<file path="src/rtl/screen_pkg.sv">
// Shared screen geometry and scan FSM state encoding.
// Used by the scan reader, the 6502 display window and the display stage.
package screen_pkg;

  localparam int SCR_ADDR_WIDTH = 11;
  localparam int SCR_DATA_WIDTH = 8;
  localparam int SCR_COLS_LOG2  = 5;
  localparam int SCR_ROWS_LOG2  = 5;
  localparam int SCR_PIX_W      = 4;

  localparam logic [SCR_ADDR_WIDTH-1:0] SCR_BASE_ADDR = 11'h200;

  typedef enum logic [1:0] {
    S_IDLE,
    S_SCAN,
    S_DRAIN
  } scan_state_e;

endpackage

</file>
<file path="src/rtl/screen_scan_reader_fifo.sv">
// Two-entry registered FIFO holding tagged pixels between RAM and output.
// Push and pop in the same cycle keep the count unchanged, even when full.
module pix_skid_fifo #(
  parameter int W = 16
) (
  input  logic         clk,
  input  logic         rst,
  input  logic         push,
  input  logic [W-1:0] push_data,
  input  logic         pop,
  output logic [W-1:0] head,
  output logic [1:0]   count,
  output logic         empty
);

  logic [W-1:0] hd_q, hd_d;
  logic [W-1:0] tl_q, tl_d;
  logic [1:0]   cnt_q, cnt_d;
  logic         pop_ok;
  logic         push_ok;

  assign pop_ok  = pop && (cnt_q != 2'd0);
  assign push_ok = push && ((cnt_q != 2'd2) || pop_ok);

  assign head  = hd_q;
  assign count = cnt_q;
  assign empty = (cnt_q == 2'd0);

  // Next-state of the head/tail slots and occupancy.
  always_comb begin
    hd_d  = hd_q;
    tl_d  = tl_q;
    cnt_d = cnt_q;
    unique case ({push_ok, pop_ok})
      2'b10: begin
        if (cnt_q == 2'd0) begin
          hd_d = push_data;
        end else begin
          tl_d = push_data;
        end
        cnt_d = cnt_q + 2'd1;
      end
      2'b01: begin
        hd_d  = tl_q;
        cnt_d = cnt_q - 2'd1;
      end
      2'b11: begin
        if (cnt_q == 2'd2) begin
          hd_d = tl_q;
          tl_d = push_data;
        end else begin
          hd_d = push_data;
        end
      end
      2'b00: begin
      end
      default: begin
      end
    endcase
  end

  // Slot and count registers; reset flushes the FIFO.
  always_ff @(posedge clk or posedge rst) begin
    if (rst) begin
      hd_q  <= '0;
      tl_q  <= '0;
      cnt_q <= 2'd0;
    end else begin
      hd_q  <= hd_d;
      tl_q  <= tl_d;
      cnt_q <= cnt_d;
    end
  end

endmodule

</file>
<file path="src/rtl/screen_scan_reader.sv">
// Screen RAM read-side scanner: streams one frame of colour indices in
// raster order, hiding the RAM read latency and output backpressure.
module screen_scan_reader
  import screen_pkg::*;
#(
  parameter int ADDR_WIDTH = SCR_ADDR_WIDTH,
  parameter int DATA_WIDTH = SCR_DATA_WIDTH,
  parameter logic [ADDR_WIDTH-1:0] BASE_ADDR = SCR_BASE_ADDR,
  parameter int COLS_LOG2 = SCR_COLS_LOG2,
  parameter int ROWS_LOG2 = SCR_ROWS_LOG2
) (
  input  logic                  clk,
  input  logic                  rst,
  input  logic                  start,
  output logic                  busy,
  output logic [ADDR_WIDTH-1:0] raddr,
  input  logic [DATA_WIDTH-1:0] rdata,
  output logic                  pix_valid,
  input  logic                  pix_ready,
  output logic [3:0]            pix_data,
  output logic [COLS_LOG2-1:0]  pix_x,
  output logic [ROWS_LOG2-1:0]  pix_y,
  output logic                  pix_last,
  output logic                  frame_done
);

  localparam int IDX_W = COLS_LOG2 + ROWS_LOG2;
  localparam int TAG_W = IDX_W + 1;
  localparam int PAY_W = SCR_PIX_W + TAG_W;
  localparam logic [IDX_W-1:0] IDX_LAST = {IDX_W{1'b1}};

  scan_state_e           state_q, state_d;
  logic [IDX_W-1:0]      idx_q, idx_d;
  logic [ADDR_WIDTH-1:0] raddr_q, raddr_d;
  logic                  infl_q, infl_d;
  logic [TAG_W-1:0]      tag_q, tag_d;
  logic                  done_q, done_d;

  logic                  issue;
  logic                  pop;
  logic [1:0]            fifo_cnt;
  logic [1:0]            occ;
  logic                  fifo_empty;
  logic [PAY_W-1:0]      push_data;
  logic [PAY_W-1:0]      head;
  logic [SCR_PIX_W-1:0]  hd_data;
  logic [COLS_LOG2-1:0]  hd_x;
  logic [ROWS_LOG2-1:0]  hd_y;
  logic                  hd_last;
  logic                  unused_rdata;

  assign unused_rdata = &{1'b0, rdata};

  assign {hd_data, hd_x, hd_y, hd_last} = head;

  assign pix_valid  = !fifo_empty;
  assign pix_data   = hd_data;
  assign pix_x      = hd_x;
  assign pix_y      = hd_y;
  assign pix_last   = hd_last;
  assign busy       = (state_q != S_IDLE);
  assign frame_done = done_q;

  assign pop = pix_valid && pix_ready;

  // The slot freed by this cycle's pop may be refilled, which keeps
  // the stream at one pixel per cycle while never overflowing.
  assign occ   = fifo_cnt - {1'b0, pop};
  assign issue = (state_q == S_SCAN) &&
                 ((occ + {1'b0, infl_q}) < 2'd2);

  assign raddr   = issue ? (BASE_ADDR + ADDR_WIDTH'(idx_q)) : raddr_q;
  assign raddr_d = raddr;
  assign infl_d  = issue;

  assign tag_d = {idx_q[COLS_LOG2-1:0],
                  idx_q[IDX_W-1:COLS_LOG2],
                  (idx_q == IDX_LAST)};

  assign push_data = {rdata[SCR_PIX_W-1:0], tag_q};

  // Scan FSM and issue index.
  always_comb begin
    state_d = state_q;
    idx_d   = idx_q;
    done_d  = 1'b0;
    unique case (state_q)
      S_IDLE: begin
        if (start) begin
          state_d = S_SCAN;
          idx_d   = '0;
        end
      end
      S_SCAN: begin
        if (issue) begin
          idx_d = idx_q + 1'b1;
          if (idx_q == IDX_LAST) begin
            state_d = S_DRAIN;
          end
        end
      end
      S_DRAIN: begin
        if (pop && hd_last) begin
          state_d = S_IDLE;
          done_d  = 1'b1;
        end
      end
      default: begin
        state_d = S_IDLE;
      end
    endcase
  end

  // State, index, address hold, in-flight flag and tag registers.
  always_ff @(posedge clk or posedge rst) begin
    if (rst) begin
      state_q <= S_IDLE;
      idx_q   <= '0;
      raddr_q <= BASE_ADDR;
      infl_q  <= 1'b0;
      tag_q   <= '0;
      done_q  <= 1'b0;
    end else begin
      state_q <= state_d;
      idx_q   <= idx_d;
      raddr_q <= raddr_d;
      infl_q  <= infl_d;
      if (issue) begin
        tag_q <= tag_d;
      end
      done_q  <= done_d;
    end
  end

  pix_skid_fifo #(
    .W (PAY_W)
  ) u_fifo (
    .clk       (clk),
    .rst       (rst),
    .push      (infl_q),
    .push_data (push_data),
    .pop       (pop),
    .head      (head),
    .count     (fifo_cnt),
    .empty     (fifo_empty)
  );

endmodule

</file>
<file path="config.mk">
export PLATFORM = sky130hd
export DESIGN_NAME = screen_scan_reader
export DESIGN_NICKNAME = d
export VERILOG_FILES = /design/src/rtl/screen_pkg.sv /design/src/rtl/screen_scan_reader_fifo.sv /design/src/rtl/screen_scan_reader.sv
export SDC_FILE = /design/constraint.sdc
export NUM_CORES = 1
export LEC_CHECK = 0
export CAP_MARGIN = 10
export CORE_ASPECT_RATIO = 0.8
export CORE_MARGIN = 2
export CORE_UTILIZATION = 40
export CTS_CLUSTER_SIZE = 30
export DETAILED_ROUTE_END_ITERATION = 8
export HOLD_SLACK_MARGIN = 0.08
export PLACE_DENSITY_LB_ADDON = 0.12
export SLEW_MARGIN = 20
export SYNTH_ARGS = -nofsm -noshare
export SYNTH_HDL_FRONTEND = slang
export SYNTH_SLANG_ARGS = --single-unit
</file>
<file path="constraint.sdc">
create_clock -name clk -period 2.13 [get_ports clk]
set_input_delay 0.3195 -clock clk [delete_from_list [all_inputs] [get_ports clk]]
set_output_delay 0.3195 -clock clk [all_outputs]
set_load 0.01 [all_outputs]
</file>
==> flow_summary.ini, run 1 <==
[status]
status = finished with violations
violations = setup timing

[yosys]
synth-compound-area-share = 0.130
synth-seq-cells = 68
synth_flop_cell = dfrtp_1
synth_top_family_by_area = multiplexers
synth-seq-area-share = 0.551
synth_fa_ha_area_frac = 0.00810
yosysWarningCount = 0
synthArstFlopShare = 1.00
synth_area_sq_um = 3090
muxShareOfSynthArea = 0.166
syn_area_per_cell_sq_um = 13.1
synth.distinct_cells = 48
synth_fp_nets = 249
synth_edf_count = 0
synth_simple_gate_area_frac = 0.0912
synthXorXnorAreaFrac = 0.0170
syn-instance-count = 235

[finish]
n_antenna_cell = 0
fin_nets = 319
syn_to_final_growth_pct = 32.1
final_common_cell = dfrtp_1
final_cell_area_sq_um = 4080
layout-drive-gt1-share = 0.352
mostFrequentLayoutCells = dfrtp_1 (67), clkdlybuf4s50_1 (25), buf_4 (23)

[sta]
tightest_slew_ps = 878
holdWs_ps = 311
setup_viol = 28
slew_violations = 0
clock-skew-final_ps = 7.01
finalHoldViolCount = 0
slew-limit-headroom = 0.412
fin_ws_ps = -573
fmax_mhz = 370
rsz0062_at_grt = yes
fin_crit_sh = 1.27
timing.final.crit_period_ps = 2700

[power_and_ir_drop]
combinationalPowerShare = 0.596
pwr-share-clk = 0.133
switching_power_w = 0.00290
irDropWorstVdd_uv = 847
p_sw_frac = 0.349
cellPowerDensity_nw_per_um2 = 2040
intPower_w = 0.00541
p_leak_nw = 1.89
power_frac_seq = 0.271

[clock_network]
clk_pin_slew_worst_paths_ps = 70
clkLatencyLatePin_ps = 340
clk_path_buf_depth = 2
hold_buffers = 0
cts_max_level = 3
clkSinkCount = 68
cts_buffers = 9
cts-root-buf = clkbuf_8
tritoncts = done

[floorplan]
initial_core_util = 0.416
boundaryPins = 41
die_width_microns = 102
die-area_sq_um = 8440
die_h_microns = 82.6
num_rows = 28
core_area_sq_um = 7430

[critical_path]
cp_top_family = flip-flops
cp_slowest_cell = dfrtp_1
worstPathRequired_ps = 1810
crit_path_end_kind = output pin
cp_max_fo = 6
worst-path-buf-inv = 3
crit_start = u_fifo.count[1]$_DFFE_PP0P_
r2r_start = u_fifo.count[1]$_DFFE_PP0P_
crit_top_cell = buf_6
cp.arrival_ps = 2380
crit_type = reg2out
start_kind = register
worstPathCellList = o21a_1, ha_1, and2b_2, xnor2_4, nor2_4, buf_6, buf_12, mux2_4, buf_6
cpPeakStageDelay_ps = 380

[place]
pre_cts_ws_ps = -840
dpl_cell_area_sq_um = 3690
dp_hpwl_microns = 4270
gp_congestion = 0.821
portBuffers = 36

[route]
ant_nets = 0
drc = 0
vias = 2132
drt-wirelength-per-cell_microns = 16.0
vias_per_cell = 5.14
drtPass1Iterations = 4
wl_microns = 6660
drtIter0Drc = 116

[global_routing]
grt_overflow = 0
grt_max_degree = 32
track_usage = 0.171
antenna_found_initial = 0
grt_pass1_vias = 2126
grt_pass1_wl_microns = 10800

[run]
timing.max_cap.violations = 0

[min_path]
worstHoldPathType = in2async
==> metal layers <==
metal,up-vias,wire [microns],GRT usage
li1,1011,-,-
met1,1056,3290,0.242
met2,53,2970,0.254
met3,12,317,0.0505
met4,0,73,0.0560
met5,-,0,0
==> through the flow <==
step,util,setup TNS (ps),power [W],instances
final,0.549,-6540,0.00831,415
after global routing,0.549,-8640,0.00884,415
after CTS,0.550,-8540,0.00844,414
after detailed placement,0.496,-17490,0.00636,385
after global placement,0.496,-16000,0.00628,385
after floorplan,-,-1990,0.00499,235
==> sequential cells by signal, summed over array words and instances (netlist names) <==
signal / flops
infl_q: 1
tag_q: 11
frame_done: 1
u_fifo.head: 15
raddr_q: 11
u_fifo.count: 2
idx_q: 10
u_fifo.tl_q: 15
state_q: 2
==> worst reg2reg max path: stages (launching register included) <==
cell and delay (ps):
dfrtp_1 380, o21a_1 200, ha_1 270, and2b_2 250, xnor2_4 140, nor2_4 120, buf_6 150, buf_6 100
buf_6 90, buf_6 100, mux2_4 290
==> Yosys cell counts (all sizes together) (2+ instances only) <==
cell    number  area share
and3         5       0.010
nand3        6      0.0097
mux2        36        0.15
inv          3      0.0036
dfrtp       67        0.54
nand4        3      0.0061
or2          2      0.0041
nand3b       2      0.0049
nor3         2      0.0032
nand2b       4      0.0081
ha           2      0.0081
a22o        12       0.034
clkbuf       3      0.0049
nor4         2      0.0041
nor2         4      0.0073
xnor2        2       0.014
buf          9       0.028
a21oi        6      0.0097
mux2i        4       0.013
o21ai        7       0.011
a21o        12       0.030
nand2       15       0.018
a31oi       10       0.020
==> final timing paths <==
check                                              endpoint  slack, ps  cells past startpoint
worst max-delay path                               raddr[3]       -570                      9
worst min-delay path            u_fifo.count[1]$_DFFE_PP0P_        310                      2
worst max register to register         tag_q[8]$_DFFE_PP0P_        -90                     10
worst min register to register  u_fifo.head[11]$_DFFE_PP0P_        490                      2
max in group asynchronous        u_fifo.tl_q[2]$_DFFE_PP0P_       1290                      3
min in group clk                u_fifo.head[11]$_DFFE_PP0P_        490                      2
==> power groups by stage <==
stage                     logic, W  clock network (W)  registers, W
after floorplan            0.00277                  0       0.00222
after global placement     0.00401                  0       0.00227
after detailed placement   0.00408                  0       0.00228
after CTS                  0.00505            0.00114       0.00226
after global routing       0.00532            0.00119       0.00233
final                      0.00496            0.00110       0.00225
==> what timing repair did <==
action                                  CTS  global route
buffers inserted                         12             4
cloned                                    1             0
pin swaps                                 4             3
endpoints found under the setup margin   22            37
gates resized for setup                  67             6
==> cell families (layout without fill, tap and decap cells) <==
logic type,Yosys count,after routing
AND/OR/NAND/NOR,51,51
XOR/XNOR,3,3
buffers and inverters,15,90
adder cells (fa/ha/maj),2,2
multiplexers,40,40
AO/OA/AOI/OAI,56,56
flip-flops,68,68
==> final cells by class <==
type / count / area (sq um)
clock buffer: 11 / 151
timing repair buffer: 71 / 723
inverter: 3 / 11.3
clock inverter: 5 / 60.1
fill: 661 / 3350
multi-input combinational: 152 / 1300
tap: 105 / 131
sequential: 68 / 1700
Power figures use the tool's default switching activity.
==> run 2, diff against run 1 <==
==> constraint.sdc (replaced) <==
create_clock -name clk -period 2.13 [get_ports clk]
set_input_delay 0.426 -clock clk [delete_from_list [all_inputs] [get_ports clk]]
set_output_delay 0.426 -clock clk [all_outputs]
set_load 0.01 [all_outputs]
==> flow_summary.ini, run 2 (synthesis gave the netlist of run 1 again) <==
[status]
status = finished with violations
violations = setup timing

[clock_network]
clkSinkCount = 68
clk_path_buf_depth = 2
clk_pin_slew_worst_paths_ps = 80
cts_max_level = 3
tritoncts = done
cts-root-buf = clkbuf_8
cts_buffers = 9
clkLatencyLatePin_ps = 350

[critical_path]
cp_max_fo = 5
r2r_start = u_fifo.count[0]$_DFFE_PP0P_
worstPathRequired_ps = 1700
crit_start = pix_ready
crit_path_end_kind = output pin
crit_type = in2out
reg2regPathDepth = 10
r2r-end = tag_q[10]$_DFFE_PP0P_
reg2reg_slack_ps = -200
cp.arrival_ps = 2390
start_kind = input pin

[global_routing]
grt_overflow = 0
antenna_found_initial = 0
track_usage = 0.172
grt_max_degree = 34
grt_pass1_wl_microns = 10700
grt_pass1_vias = 2065

[power_and_ir_drop]
p_leak_nw = 1.88
irDropWorstVdd_uv = 1160
p_total_w = 0.00827
cellPowerDensity_nw_per_um2 = 2020

[run]
timing.max_cap.violations = 0

[route]
ant_nets = 0
wl_microns = 6540
drtPass1Iterations = 5
drtIter0Drc = 95
drc = 0
drt-wirelength-per-cell_microns = 15.8
vias_per_cell = 5.16
vias = 2135

[sta]
setup_viol = 33
fmax_mhz = 356
fin_crit_sh = 1.32
finalHoldViolCount = 0
slew-limit-headroom = 0.422
tightest_slew_ps = 864
holdWs_ps = 418
timing.final.crit_period_ps = 2810
rsz0062_at_grt = yes
slew_violations = 0
clock-skew-final_ps = 11.4
fin_ws_ps = -683

[finish]
syn_to_final_growth_pct = 32.5
fill_cells = 654
n_antenna_cell = 0
mostFrequentLayoutCells = dfrtp_1 (67), clkdlybuf4s50_1 (24), mux2_4 (20), buf_4 (20), buf_6 (18)
fin_nets = 318
layout-drive-gt1-share = 0.362
final_common_cell = dfrtp_1

[floorplan]
die_h_microns = 82.6
boundaryPins = 41
core_area_sq_um = 7430
die-area_sq_um = 8440
die_width_microns = 102
initial_core_util = 0.416
num_rows = 28

[place]
dp_hpwl_microns = 4320
gp_congestion = 0.786
portBuffers = 36

[min_path]
worstHoldPathType = in2async
## run 2: worst max-delay path, stage by stage
cell,delay (ps)
clkdlybuf4s50_1,420
o21a_1,130
ha_1,270
and2b_2,250
xnor2_4,160
nor2_4,140
buf_6,160
mux2_4,320
buf_6,120
## run 2: layer usage
layer	routed length [microns]	vias to the layer above	track usage
li1	-	1005	-
met5	0	-	0
met4	61	0	0.0600
met3	323	6	0.0556
met2	2950	51	0.257
met1	3200	1073	0.236
## run 2: cell type report
type	instances	area, sq um	area share
clock buffer	9	124	0.0303
multi-input combinational	152	1330	0.326
timing repair buffer	70	717	0.175
clock inverter	7	67.6	0.0165
sequential	68	1700	0.416
inverter	3	15.0	0.00367
tap	105	131	0.0321
## run 2: how the worst max path moves through the flow
| stage | depth (start not counted) | slack (ps) | end |
|---|---|---|---|
| floorplan | 7 | -300 | raddr[0] |
| global placement | 9 | -1040 | raddr[4] |
| detailed placement | 9 | -1070 | raddr[4] |
| CTS | 8 | -710 | raddr[4] |
| global route | 8 | -780 | raddr[3] |
| finish | 9 | -680 | raddr[5] |
## run 2: repair_timing
| item | in CTS | in global routing |
|---|---|---|
| cloned | 0 | 1 |
| resized for setup | 71 | 8 |
| endpoints found under the setup margin | 30 | 39 |
| hold buffers | 0 | 0 |
| setup buffers | 10 | 3 |
| pin swaps | 9 | 5 |
## run 2: per-stage QoR
stage               area, sq um  utilization  setup TNS, ps  setup WS [ps]  instances
global placement           3720        0.501         -25350          -1040        387
finish                     4090        0.551         -10680           -683        414
floorplan                  3090            -          -3090           -305        235
global route               4090        0.551         -13740           -785        414
CTS                        4020        0.541          -9360           -712        411
detailed placement         3720        0.501         -25800          -1070        387
## run 2: report_power, final
| part | internal [W] | total (W) | leakage [nW] | switching (W) |
|---|---|---|---|---|
| registers | 0.00186 | 0.00226 | 0.810 | 0.000398 |
| logic | 0.00294 | 0.00497 | 0.981 | 0.00203 |
| clock network | 0.000533 | 0.00104 | 0.0910 | 0.000508 |
==> run 3, diff against run 2 <==
--- a/config.mk
+++ b/config.mk
@@ -16,4 +16,5 @@
 export SLEW_MARGIN = 20
 export SYNTH_ARGS = -nofsm -noshare
 export SYNTH_HDL_FRONTEND = slang
+export SYNTH_HIERARCHICAL = 1
 export SYNTH_SLANG_ARGS = --single-unit
==> constraint.sdc (replaced) <==
create_clock -name clk -period 3.5 [get_ports clk]
set_input_delay 0.7 -clock clk [delete_from_list [all_inputs] [get_ports clk]]
set_output_delay 0.7 -clock clk [all_outputs]
set_load 0.01 [all_outputs]
==> flow_summary.ini, run 3 <==
[sta]
fin_setup_tns_ps = 0
tightest_slew_ps = 719
clock-skew-final_ps = 8.18
slew-limit-headroom = 0.520
finalHoldViolCount = 0
setup_viol = 0
fin_crit_sh = 0.980
slew_violations = 0
fmax_mhz = 291
timing.final.crit_period_ps = 3430

[floorplan]
boundaryPins = 41
die_h_microns = 85.3
core_area_sq_um = 7980
initial_core_util = 0.414
num_rows = 29
die_width_microns = 106
die-area_sq_um = 9020

[clock_network]
cts-root-buf = clkbuf_8
tritoncts = done
clkSinkCount = 68
cts_max_level = 3
clk_pin_slew_worst_paths_ps = 60
clkLatencyLatePin_ps = 340
cts_buffers = 9
clk_path_buf_depth = 2
hold_buffers = 0

[route]
drt-wirelength-per-cell_microns = 16.7
wl_microns = 7190
ant_nets = 0
drtPass1Iterations = 4
drtIter0Drc = 137
drc = 0
vias = 2367
vias_per_cell = 5.50

[yosys]
ys_top_cells_by_area = dfrtp_1 (51%), mux2_2 (8.9%), mux2i_1 (3.6%)
synth_top_area_cell = dfrtp_1
synth_area_sq_um = 3310
yosysMostFrequentCell = dfrtp_1
synth_edf_count = 0
syn_area_per_cell_sq_um = 12.3
synth-seq-area-share = 0.515
yosysWarningCount = 6
synthArstFlopShare = 1.00
yosysTopAreaCellShare = 0.507
synth_flop_cell = dfrtp_1
synth-seq-cells = 68
syn-instance-count = 268
synth_commonest_cells = dfrtp_1 (67), mux2_2 (26), inv_1 (16)
synth_fp_nets = 282
synth.distinct_cells = 56

[finish]
fill_cells = 746
register_area_sq_um = 1700
final_cell_area_sq_um = 4060
mostFrequentLayoutCells = dfrtp_1 (67), mux2_2 (26), clkdlybuf4s50_1 (25)
fin_nets = 332
syn_to_final_growth_pct = 22.9
final_common_cell = dfrtp_1
fin_util = 0.509
layout-drive-gt1-share = 0.236
n_antenna_cell = 0
multi_input_area_sq_um = 1500

[global_routing]
grt_use_met2 = 0.256
grtUsageMet1 = 0.272
grt_overflow = 0
grt-busiest-layer = met1
grt_pass1_vias = 2417
grt_max_degree = 24
grt_pass1_wl_microns = 12600
track_usage = 0.182
antenna_found_initial = 0
met3_usage = 0.0515

[critical_path]
worst-path-buf-inv = 3
crit_top_cell = nor2b_4
worstPathRequired_ps = 2800
cp.arrival_ps = 2730
crit_path_end_kind = output pin
cpPeakStageDelay_ps = 490
start_kind = input pin
cp_top_family = buffers and inverters
worstPathCellList = clkdlybuf4s50_1, nor2b_4, ha_4, nor2b_4, xor2_2, buf_6, nand2_4, mux2_2, dlygate4sd2_1
cp_max_fo = 6
cp_slowest_cell = clkdlybuf4s50_1
crit_type = in2out

[power_and_ir_drop]
p_total_w = 0.00400
p_leak_nw = 1.79
irDropWorstVdd_uv = 461
cellPowerDensity_nw_per_um2 = 985

[place]
gp_congestion = 0.797
dpl_cell_area_sq_um = 3820
dp_hpwl_microns = 4860
portBuffers = 36

[min_path]
worstHoldPathType = reg2reg

[run]
timing.max_cap.violations = 0

[status]
status = finished clean
run 3: cell count changes after synthesis, sizes merged, moves of 4 or more:
| cell | before | now |
|---|---|---|
| nand2 | 15 | 9 |
| nor2b | 1 | 7 |
| a32oi | 0 | 10 |
| mux2i | 4 | 12 |
| a21o | 12 | 2 |
| o221a | 0 | 13 |
| a22o | 12 | 1 |
| o21ai | 7 | 11 |
| inv | 3 | 18 |
| a31oi | 10 | 6 |
run 3: metrics by stage:
stage,std cells,hold WS [ps],setup WS [ps]
final,430,482,68.5
after global routing,430,506,-1.39
after CTS,430,488,11.5
after detailed placement,413,473,-399
after global placement,413,467,-376
after floorplan,268,455,263
run 3: timing repair:
item                                    4_1_cts  5_1_grt
pin swaps                                     1        0
cloned                                        1        0
endpoints found under the setup margin       11       10
gates resized for setup                      18       10
buffers inserted                              1        0
run 3: cells by family after synthesis:
kind of cell,after synthesis,synth area share
buffers and inverters,31,0.0462
adder cells (fa/ha/maj),2,0.00757
XOR/XNOR,3,0.0125
AO/OA/AOI/OAI,63,0.154
AND/OR/NAND/NOR,51,0.0897
flip-flops,68,0.515
multiplexers,50,0.175
run 3: per-layer routing:
layer	wire length (microns)	vias to the layer above
met4	55	0
met3	384	5
met1	3640	1189
met5	0	-
li1	-	1102
met2	3110	71
run 3: path summary, 6_finish.rpt:
kind	start	end	slack, ps	cells after the start
max	pix_ready	raddr[1]	70	9
min	u_fifo/tl_q[10]$_DFFE_PP0P_	u_fifo/tl_q[10]$_DFFE_PP0P_	480	1
min reg2reg	u_fifo/tl_q[10]$_DFFE_PP0P_	u_fifo/tl_q[10]$_DFFE_PP0P_	480	1
max in group asynchronous	rst	raddr_q[6]$_DFF_PP0_	1980	3
max reg2reg	u_fifo/count[1]$_DFFE_PP0P_	tag_q[6]$_DFFE_PP0P_	1020	11
min in group asynchronous	rst	u_fifo/head[5]$_DFFE_PP0P_	770	2
run 3: cell type report:
class                      instances  area share
inverter                          18      0.0172
clock buffer                      13      0.0366
tap                              108      0.0333
multi-input combinational        170       0.369
sequential                        68       0.419
clock inverter                     2     0.00862
timing repair buffer              51       0.116
run 3: worst reg2reg max path: cells and delay by family, from the launching register on:
kind | cells | cell delay (ps)
buf+inv | 4 | 600
simple gates | 3 | 460
xor+xnor | 2 | 420
flops | 1 | 370
mux | 1 | 360
fa+ha+maj | 1 | 160
run 3: report_power, final:
group	total, W	switching, W	leakage (nW)	internal, W
combinational	0.00212	0.00106	0.821	0.00106
sequential	0.00126	0.000203	0.872	0.00106
clock	0.000620	0.000275	0.0935	0.000345
